$ cat config.mk
export PLATFORM = sky130hd
export DESIGN_NAME = fifo_wptr_full
export DESIGN_NICKNAME = d
export VERILOG_FILES = /design/src/rtl/fifo_pkg.sv /design/src/rtl/fifo_gray2bin.sv /design/src/rtl/fifo_wptr_full.sv
export SDC_FILE = /design/constraint.sdc
export NUM_CORES = 1
export LEC_CHECK = 0
export CAP_MARGIN = 20
export CELL_PAD_IN_SITES_DETAIL_PLACEMENT = 1
export CELL_PAD_IN_SITES_GLOBAL_PLACEMENT = 2
export CORE_MARGIN = 5
export CORE_UTILIZATION = 27
export CTS_BUF_LIST = sky130_fd_sc_hd__clkbuf_8
export CTS_CLUSTER_SIZE = 16
export DETAILED_ROUTE_END_ITERATION = 12
export GPL_TIMING_DRIVEN = 0
export PLACE_DENSITY = 0.87
export SYNTH_ARGS = -nofsm -noshare
export SYNTH_HDL_FRONTEND = slang
export SYNTH_SLANG_ARGS = --single-unit
$ cat constraint.sdc
create_clock -name CLK -period 1.8 [get_ports CLK]
set_input_delay 0.18 -clock CLK [delete_from_list [all_inputs] [get_ports CLK]]
set_output_delay 0.18 -clock CLK [all_outputs]
set_load 0.005 [all_outputs]
$ cat src/rtl/fifo_pkg.sv
// Shared async-FIFO definitions: default geometry and Gray/binary pointer helpers.
// Helpers work on a fixed 32-bit container; callers zero-extend narrower pointers
// and truncate the result, which is exact for both conversions.
package fifo_pkg;

  localparam int unsigned ADDR_WIDTH_DEF = 3;
  localparam int unsigned PTR_WIDTH_DEF  = ADDR_WIDTH_DEF + 1;
  localparam int unsigned FUNC_W         = 32;

  // Binary to reflected Gray code.
  function automatic logic [FUNC_W-1:0] bin2gray(input logic [FUNC_W-1:0] b);
    return b ^ (b >> 1);
  endfunction

  // Gray to binary via prefix XOR from the MSB down.
  function automatic logic [FUNC_W-1:0] gray2bin(input logic [FUNC_W-1:0] g);
    logic [FUNC_W-1:0] b;
    b[FUNC_W-1] = g[FUNC_W-1];
    for (int i = int'(FUNC_W) - 2; i >= 0; i--) begin
      b[i] = b[i+1] ^ g[i];
    end
    return b;
  endfunction

endpackage

$ cat src/rtl/fifo_gray2bin.sv
// Parameterised Gray-to-binary converter (pure combinational XOR prefix).
// Shared by write-side almost-full and read-side level logic.
// Ports:
//   gray  in  W  Gray-coded pointer
//   bin   out W  binary pointer (combinational, _c style path by nature)
module fifo_gray2bin
  import fifo_pkg::*;
#(
  parameter int unsigned W = PTR_WIDTH_DEF
) (
  input  logic [W-1:0] gray,
  output logic [W-1:0] bin
);

  // Each binary bit is the XOR of all Gray bits at and above it.
  assign bin[W-1] = gray[W-1];
  for (genvar i = 0; i < int'(W) - 1; i++) begin : g_bit
    assign bin[i] = ^gray[W-1:i];
  end

endmodule

$ cat src/rtl/fifo_wptr_full.sv
// Write-domain pointer and full-flag generator for the asynchronous FIFO.
// Holds the binary write pointer, drives memory write address/strobe, publishes a
// registered Gray write pointer for the read domain, and registers FULL from the
// already-synchronised Gray read pointer.
// Optional feature macro: FIFO_ALMOST_FULL_EN (adds ALMOST_FULL and level logic).
// Ports:
//   CLK          in   1            write-domain clock
//   RST          in   1            async active-low reset
//   W_INC        in   1            producer write request
//   Rd_ptr_sync  in   ADDR_WIDTH+1 Gray read pointer synchronised into CLK domain
//   W_EN         out  1            memory write strobe (combinational)
//   W_addr       out  ADDR_WIDTH   memory write address (registered)
//   Wr_ptr_gray  out  ADDR_WIDTH+1 registered Gray write pointer
//   FULL         out  1            registered full flag
//   ALMOST_FULL  out  1            registered almost-full flag (macro only)
module fifo_wptr_full
  import fifo_pkg::*;
#(
  parameter int unsigned ADDR_WIDTH = ADDR_WIDTH_DEF,
  parameter int unsigned AF_MARGIN  = 1
) (
  input  logic                  CLK,
  input  logic                  RST,
  input  logic                  W_INC,
  input  logic [ADDR_WIDTH:0]   Rd_ptr_sync,
  output logic                  W_EN,
  output logic [ADDR_WIDTH-1:0] W_addr,
  output logic [ADDR_WIDTH:0]   Wr_ptr_gray,
`ifdef FIFO_ALMOST_FULL_EN
  output logic                  FULL,
  output logic                  ALMOST_FULL
`else
  output logic                  FULL
`endif
);

  localparam int unsigned PTR_W = ADDR_WIDTH + 1;
  localparam int unsigned DEPTH = 1 << ADDR_WIDTH;

  // Elaboration-time parameter sanity.
  if (ADDR_WIDTH < 2) begin : g_bad_aw
    $error("fifo_wptr_full: ADDR_WIDTH must be at least 2");
  end
  if (AF_MARGIN < 1 || AF_MARGIN >= DEPTH) begin : g_bad_af
    $error("fifo_wptr_full: AF_MARGIN must be in 1..DEPTH-1");
  end

  logic [PTR_W-1:0] wbin_q,  wbin_d;
  logic [PTR_W-1:0] wgray_q, wgray_d;
  logic             full_q,  full_d;
  logic [PTR_W-1:0] rd_full_cmp;
  logic             accept;

  // Write accept, next pointers and full comparison.
  always_comb begin
    accept      = W_INC & ~full_q;
    wbin_d      = wbin_q + PTR_W'(accept);
    wgray_d     = PTR_W'(bin2gray(FUNC_W'(wbin_d)));
    // Full when the write pointer is one lap ahead: top two Gray bits inverted.
    rd_full_cmp = {~Rd_ptr_sync[PTR_W-1:PTR_W-2], Rd_ptr_sync[PTR_W-3:0]};
    full_d      = (wgray_d == rd_full_cmp);
  end

  // Pointer and flag registers.
  always_ff @(posedge CLK or negedge RST) begin
    if (!RST) begin
      wbin_q  <= '0;
      wgray_q <= '0;
      full_q  <= 1'b0;
    end else begin
      wbin_q  <= wbin_d;
      wgray_q <= wgray_d;
      full_q  <= full_d;
    end
  end

`ifdef FIFO_ALMOST_FULL_EN
  logic [PTR_W-1:0] rbin;
  logic [PTR_W-1:0] level_d;
  logic             af_q, af_d;

  fifo_gray2bin #(.W(PTR_W)) u_rd_g2b (
    .gray (Rd_ptr_sync),
    .bin  (rbin)
  );

  // Occupancy after this edge; modular subtraction handles pointer wrap.
  always_comb begin
    level_d = wbin_d - rbin;
    af_d    = (level_d >= PTR_W'(DEPTH - AF_MARGIN)) | full_d;
  end

  // Almost-full register.
  always_ff @(posedge CLK or negedge RST) begin
    if (!RST) begin
      af_q <= 1'b0;
    end else begin
      af_q <= af_d;
    end
  end

  assign ALMOST_FULL = af_q;
`endif

  assign W_EN        = accept;
  assign W_addr      = wbin_q[ADDR_WIDTH-1:0];
  assign Wr_ptr_gray = wgray_q;
  assign FULL        = full_q;

endmodule

Word level (Yosys, flattened, before mapping)
Index checks and enable logic that the tools add are counted.
Cells by class
  bitwise logic cells: 4
  equal/unequal tests: 1
  $add $sub $neg: 1
Operator list (number)
  4-bit by 1-bit adder with 4-bit output: 1
  4-bit == test: 1
  4-bit by 3-bit XOR with 4-bit output: 1
  2-bit NOT: 1
  1-bit AND: 1
  1-bit NOT: 1
Word-level totals
  word-level logic and storage cells: 9
  bits in registers: 9
  bits of input ports: 7

Logic depth before layout (Yosys ltp)
Gate-level depths: netlist (run 1).
  depth in word-level cells: 5
  gate-level depth with buffers: 8
  mapped depth without buffers: 7

Worst setup path after synthesis (run 1)
OpenSTA, ideal clock, no wires.
  path type: register to register
  start: reg full_q, in the netlist FULL
  end: reg full_q, in the netlist FULL
  cell stages (with the launch flop): 9
  required time: 1733 ps
  path slack: 15 ps
  period minus slack after synthesis: 1785 ps
  arrival time: 1718 ps
  path through: dfrtp_1 > nor2b_1 > ha_1 > ha_1 > buf_6 > xnor2_2 > a211o_1 > a32oi_1 > o2111a_1
Between the ends
  longest elaborated chain between the ends: 5
Ends and longest elaborated chain
  start, declared: line fifo_wptr_full.sv:50  | logic full_q, full_d;
  start signal, assigned: line fifo_wptr_full.sv:73  | full_q <= full_d;
  1-bit NOT: line fifo_wptr_full.sv:56  | accept = W_INC & ~full_q;
  1-bit AND: line fifo_wptr_full.sv:56
  named net W_EN: line fifo_wptr_full.sv:26  | output logic W_EN,
  4-bit by 1-bit adder with 4-bit output: line fifo_wptr_full.sv:57  | wbin_d = wbin_q + PTR_W'(accept);
  4-bit by 3-bit XOR with 4-bit output: line fifo_pkg.sv:12  | return b ^ (b >> 1);
  4-bit == test: line fifo_wptr_full.sv:61  | full_d = (wgray_d == rd_full_cmp);
  named net full_d: line fifo_wptr_full.sv:50
The timed path passes the listed nets, and every way through them passes these cells.

Worst setup path in the final report (run 1)
  start: in W_INC
  end: reg full_q, in the netlist FULL
Between the ends
  longest elaborated chain between the ends: 4
Ends and longest elaborated chain
  start, declared: line fifo_wptr_full.sv:24  | input logic W_INC,
  1-bit AND: line fifo_wptr_full.sv:56
  4-bit by 1-bit adder with 4-bit output: line fifo_wptr_full.sv:57
  4-bit by 3-bit XOR with 4-bit output: line fifo_pkg.sv:12
  4-bit == test: line fifo_wptr_full.sv:61
  named net full_d: line fifo_wptr_full.sv:50
The timed path passes the listed nets, and every way through them passes these cells.

==> out/qor.yml, run 1 <==
power:
  p_per_area_nw_per_um2: 2050
  seq_power_share_pct: 23.6
  ir_worst_vdd_uv: 664
  combPwrFrac_pct: 62.1
  p_clk_share_pct: 14.3
  p_int_uw: 991
  p_leak_uw: 0.000304
  swShare_pct: 34.7
  power.switching_uw: 526
timing:
  rsz0062_at_grt: "no"
  post-route-period-util_pct: 95.7
  worst_pin_slew_ns: 0.381
  max_freq_mhz: 581
  setup_tns_ns: 0
  clock_skew_ns: 0.00184
  hold_viol: 0
  maxSlewViolCount: 0
  finalSetupViolations: 0
  slew_headroom_pct: 74.5
  finalCriticalPeriod_ns: 1.72
global_route:
  grt_pass1_vias: 432
  antenna_found_initial: 0
  overflow: 0
  grt_pass1_wl_mm: 1.82
  grtUsageTotal_pct: 9.93
  grt_max_degree: 9
place:
  portBuffers: 15
  dp.final_hpwl_um: 807
  place.gp.congestion: 0.689
  place_inst: 73
critical_path:
  critPathArrivalTime_ns: 1.89
  r2r_slack_ns: 0.11
  rr_endpoint: "FULL"
  cp_cell_sequence: "clkdlybuf4s50_1 -> nor2b_4 -> ha_4 -> ha_4 -> buf_6 -> xnor2_4 -> a211o_1 -> a32oi_1 -> o2111a_1"
  end_kind: "flop"
  reg2reg_depth: 8
  critPathTopFamily: "compound AO/OA/AOI/OAI gates"
  reg2reg_from: "FULL"
  crit_slowest_cell: "clkdlybuf4s50_1"
  critPathLaunchType: "primary input"
  crit_top_cell: "ha_4"
  worst-path-buf-inv: 2
  cpPeakStageDelay_ns: 0.40
  cp_max_fo: 4
  cp_data_required_time_ns: 1.97
  crit_type: "primary input to flop"
die:
  die_h_um: 51.2
  die-area_sq_um: 2620
  dieWidth_um: 51.2
  coreArea_sq_um: 1560
  boundaryPins: 16
  initial_core_util_pct: 29.4
  fp-row-count: 14
detailed_routing:
  viasPerCell: 4.84
  first_pass_iters: 4
  num_vias: 382
  drc: 0
  wirelength_mm: 1.10
  ant_nets: 0
  wire_per_inst_um: 13.9
  drtIter0Drc: 4
synth:
  synth.mux.area_fraction_pct: 0
  syn_nets: 51
  synth_seq_cells: 8
  synth-xor-area-share_pct: 18.9
  synthDominantAreaCellType: "dfrtp_1"
  syn-cell-area_sq_um: 458
  synth-simple-area-share_pct: 12.8
  synth_top_area_share_pct: 43.7
  ys_seq_area_share_pct: 43.7
  synth_compound_area_share_pct: 12.6
  ys_warn_count: 0
  ys_types: 19
  syn_area_per_cell_sq_um: 10.9
  synth-adder-area-share_pct: 5.46
  synth_top_family_by_area: "XOR/XNOR gates"
  synth_area_leaders: "dfrtp_1, xnor2_1, xor2_1, ha_1, buf_6"
  synthCells: 42
layout:
  drive_above_1_share_pct: 22.2
  area_growth_syn_to_layout_pct: 61.5
  diodes: 0
  fin_cells: 79
  final_net_count: 74
flow_run:
  cap_violations: 0
clock_network:
  clkTransAtPathRegs_ns: 0.04
  cts_buffer_depth: 2
  clock_latency_ns: 0.23
  cts_tree: "yes"
  clockRootBuffer: "clkbuf_8"
  cts_num_sinks: 8
  h-tree-depth: 1
  cts_made_buffers: 3
min_path:
  min_path_type: "primary input to asynchronous set/reset pin"
status:
  outcome: "finished, final reports clean"
## area by class of cell
cell class	count	area [sq um]
buffer	2	22.5
clock buffer	3	41.3
fill	180	820
inverter	1	3.75
multi-input combinational	30	272
sequential	8	200
tap	16	20.0
timing repair buffer	19	180
## how the worst max path moves through the flow
stage,startpoint,endpoint,cells after the start
4_1_cts,W_INC,FULL,9
3_3_place_gp,W_INC,FULL,8
5_1_grt,W_INC,FULL,9
3_5_place_dp,W_INC,FULL,9
2_1_floorplan,FULL,FULL,8
6_report,W_INC,FULL,9
## cell usage in the layout, fill, tap and decap left out
cell / Yosys / layout
clkdlybuf4s50_1: 0 / 15
dfrtp_1: 8 / 8
xnor2_1: 5 / 5
buf_4: 0 / 4
nand2_1: 3 / 3
a21oi_1: 3 / 3
xor2_1: 3 / 3
clkbuf_8: 0 / 3
buf_6: 2 / 2
nand3_1: 2 / 2
nand2b_1: 2 / 2
nor2b_1: 3 / 2
ha_4: 0 / 2
xnor2_4: 0 / 1
nor2b_4: 0 / 1
inv_1: 1 / 1
a211o_1: 1 / 1
a32oi_1: 1 / 1
or2_2: 1 / 1
o21ai_1: 0 / 1
o2bb2ai_1: 1 / 1
o2111a_1: 1 / 1
## cells in the mapped netlist, drive strengths merged
cell type / instances
xor2: 3
or2: 1
clkbuf: 1
o21ai: 1
nand2b: 2
o2bb2ai: 1
a32oi: 1
buf: 2
nand2: 3
a211o: 1
dfrtp: 8
nand3: 2
inv: 1
xnor2: 6
a21oi: 3
nor2b: 3
ha: 2
o2111a: 1
## metrics by stage
stage	setup slack [ns]	hold WS, ns	util [%]	power [uW]	cell area, sq um
after floorplan	0.0154	-0.116	-	853	458
after global placement	-0.349	0.487	40.3	1130	628
after detailed placement	-0.357	0.491	40.3	1160	628
after CTS	0.00602	0.249	46.1	1510	718
after global routing	0.00175	0.260	47.4	1670	739
final	0.0777	0.239	47.4	1520	739
## sequential cells by signal (all words and copies together), names as in the netlist
signal       cells
FULL             1
Wr_ptr_gray      3
wbin_q           4
## per-layer routing
metal	global-route usage [%]	wire length (um)	vias to the layer above
met4	5.38	18	0
met2	20.0	622	14
met1	8.04	375	183
met3	3.78	79	2
met5	0	0	-
li1	-	-	183
## cell families after synthesis
group,Yosys count
AO/OA/AOI/OAI,8
adder cells (fa/ha/maj),2
flip-flops,8
XOR/XNOR,9
buffers and inverters,4
AND/OR/NAND/NOR,11
## power groups by stage
stage / registers (uW) / clock network, uW / logic, uW
finish: 358 / 217 / 943
global route: 373 / 240 / 1060
CTS: 349 / 221 / 943
detailed placement: 346 / 0 / 816
global placement: 337 / 0 / 796
floorplan: 349 / 0 / 504
## worst register-to-register path, cell delays in order (launching register included)
cell and delay [ns]:
dfrtp_1 0.39, nor2b_4 0.07, ha_4 0.17, ha_4 0.15
buf_6 0.13, xnor2_4 0.13, a211o_1 0.26, a32oi_1 0.15
o2111a_1 0.19
## what timing repair did
| item | CTS | global route |
|---|---|---|
| pin swaps | 3 | 3 |
| endpoints found under the setup margin | 1 | 1 |
| hold buffers | 0 | 0 |
| resized for setup | 9 | 2 |
| setup buffers | 2 | 2 |
No activity file was read; power rests on OpenSTA's default activity.
==> inputs of run 2 (changes only) <==
- RECOVER_POWER: not set -> 100
==> out/qor.yml, run 2 (synthesized netlist as in run 1, its figures left out) <==
status:
  outcome: "finished, final reports clean"
critical_path:
  reg2reg_depth: 8
  critPathTopFamily: "compound AO/OA/AOI/OAI gates"
  crit_slowest_cell: "clkdlybuf4s50_1"
  critPathLaunchType: "primary input"
  cp_cell_sequence: "clkdlybuf4s50_1 -> nor2b_4 -> ha_4 -> ha_4 -> buf_6 -> xnor2_4 -> a211o_1 -> a32oi_1 -> o2111a_1"
  cp_max_fo: 4
  crit_top_cell: "ha_4"
  worst-path-buf-inv: 2
  critPathArrivalTime_ns: 1.89
  rr_endpoint: "FULL"
  r2r_slack_ns: 0.11
  end_kind: "flop"
  reg2reg_from: "FULL"
  cp_data_required_time_ns: 1.97
  crit_type: "primary input to flop"
  cpPeakStageDelay_ns: 0.40
detailed_routing:
  first_pass_iters: 4
  ant_nets: 0
  drc: 0
  num_vias: 382
  viasPerCell: 4.84
  wirelength_mm: 1.09
  wire_per_inst_um: 13.8
  drtIter0Drc: 4
layout:
  diodes: 0
  final_net_count: 74
  area_growth_syn_to_layout_pct: 61.5
  layout_common_cells: "clkdlybuf4s50_1, dfrtp_1, xnor2_1"
  final_cell_area_sq_um: 739
  drive_above_1_share_pct: 22.2
  layout_commonest_cell: "clkdlybuf4s50_1"
  largest_reg_flops: 4
  largest_register: "wbin_q"
  fin_util_pct: 47.4
clock_network:
  h-tree-depth: 1
  cts_buffer_depth: 2
  hold_buffers: 0
  cts_made_buffers: 3
  clock_latency_ns: 0.23
  cts_num_sinks: 8
  clockRootBuffer: "clkbuf_8"
  clkTransAtPathRegs_ns: 0.04
  cts_tree: "yes"
power:
  ir_worst_vdd_uv: 664
  p_per_area_nw_per_um2: 2050
  p_leak_uw: 0.000305
  power_uw: 1520
timing:
  whs_ns: 0.309
  hold_viol: 0
  slew_headroom_pct: 74.2
  finalSetupViolations: 0
  max_freq_mhz: 581
  maxSlewViolCount: 0
  clock_skew_ns: 0.00184
  rsz0062_at_grt: "no"
  worst_pin_slew_ns: 0.386
  post-route-period-util_pct: 95.7
  finalCriticalPeriod_ns: 1.72
global_route:
  grt_max_degree: 9
  antenna_found_initial: 0
  grtUsageTotal_pct: 9.93
  overflow: 0
  grt_pass1_vias: 432
  grt_pass1_wl_mm: 1.82
die:
  dieWidth_um: 51.2
  boundaryPins: 16
  die_h_um: 51.2
  initial_core_util_pct: 29.4
  fp-row-count: 14
  die-area_sq_um: 2620
  coreArea_sq_um: 1560
place:
  portBuffers: 15
  dp.final_hpwl_um: 807
  place.gp.congestion: 0.689
  place_area_sq_um: 628
min_path:
  min_path_type: "primary input to asynchronous set/reset pin"
flow_run:
  cap_violations: 0
-- run 2: cell types whose count changed in the layout (fill, tap and decap cells not counted), sizes merged --
cell           change
clkdlybuf4s50      -1
dlygate4sd3        +1
-- run 2: routing by layer --
metal	vias to the layer above	GRT usage (%)	share of wire [%]
met3	2	3.78	7.1
met4	0	5.38	1.6
met1	183	8.04	34
li1	183	-	-
met5	-	0	0
met2	14	20.0	57
-- run 2: layout make-up --
cell class,instances,area (sq um)
inverters,1,3.75
well taps,16,20.0
plain buffers,2,22.5
clock buffers,3,41.3
flip-flops and latches,8,200
multi-input cells,30,272
fillers,180,820
repair buffers,19,180
-- run 2: how the worst max path moves through the flow --
| stage | from | endpoint | slack [ns] | cells past startpoint |
|---|---|---|---|---|
| 6_report | W_INC | FULL | 0.08 | 9 |
| 5_1_grt | W_INC | FULL | 0.002 | 9 |
| 4_1_cts | W_INC | FULL | 0.006 | 9 |
| 3_5_place_dp | W_INC | FULL | -0.36 | 9 |
| 3_3_place_gp | W_INC | FULL | -0.35 | 8 |
| 2_1_floorplan | FULL | FULL | 0.02 | 8 |
-- run 2: per-stage QoR --
| step | instances | setup slack (ns) | TNS, ns |
|---|---|---|---|
| floorplan | 42 | 0.0154 | 0 |
| global placement | 73 | -0.349 | -0.349 |
| detailed placement | 73 | -0.357 | -0.364 |
| CTS | 78 | 0.00602 | 0 |
| global route | 79 | 0.00176 | 0 |
| finish | 79 | 0.0777 | 0 |
-- run 2: repair_timing --
item                                    4_1_cts  5_1_grt
endpoints found under the hold margin         0        0
resized for setup                             9        2
pin swaps                                     3        3
setup buffers                                 2        2
endpoints found under the setup margin        1        1
-- run 2: where the power goes --
| group | internal [uW] | leakage [uW] | switching [uW] |
|---|---|---|---|
| Clock | 145 | 0.0000216 | 71.9 |
| Combinational | 564 | 0.000187 | 378 |
| Sequential | 282 | 0.0000959 | 76.0 |
| Total | 991 | 0.000305 | 526 |
-- run 2: worst register-to-register path: stages, from the launching register on --
cell and delay (ns):
dfrtp_1 0.39, nor2b_4 0.07, ha_4 0.17, ha_4 0.15, buf_6 0.13, xnor2_4 0.13, a211o_1 0.26, a32oi_1 0.15
o2111a_1 0.19
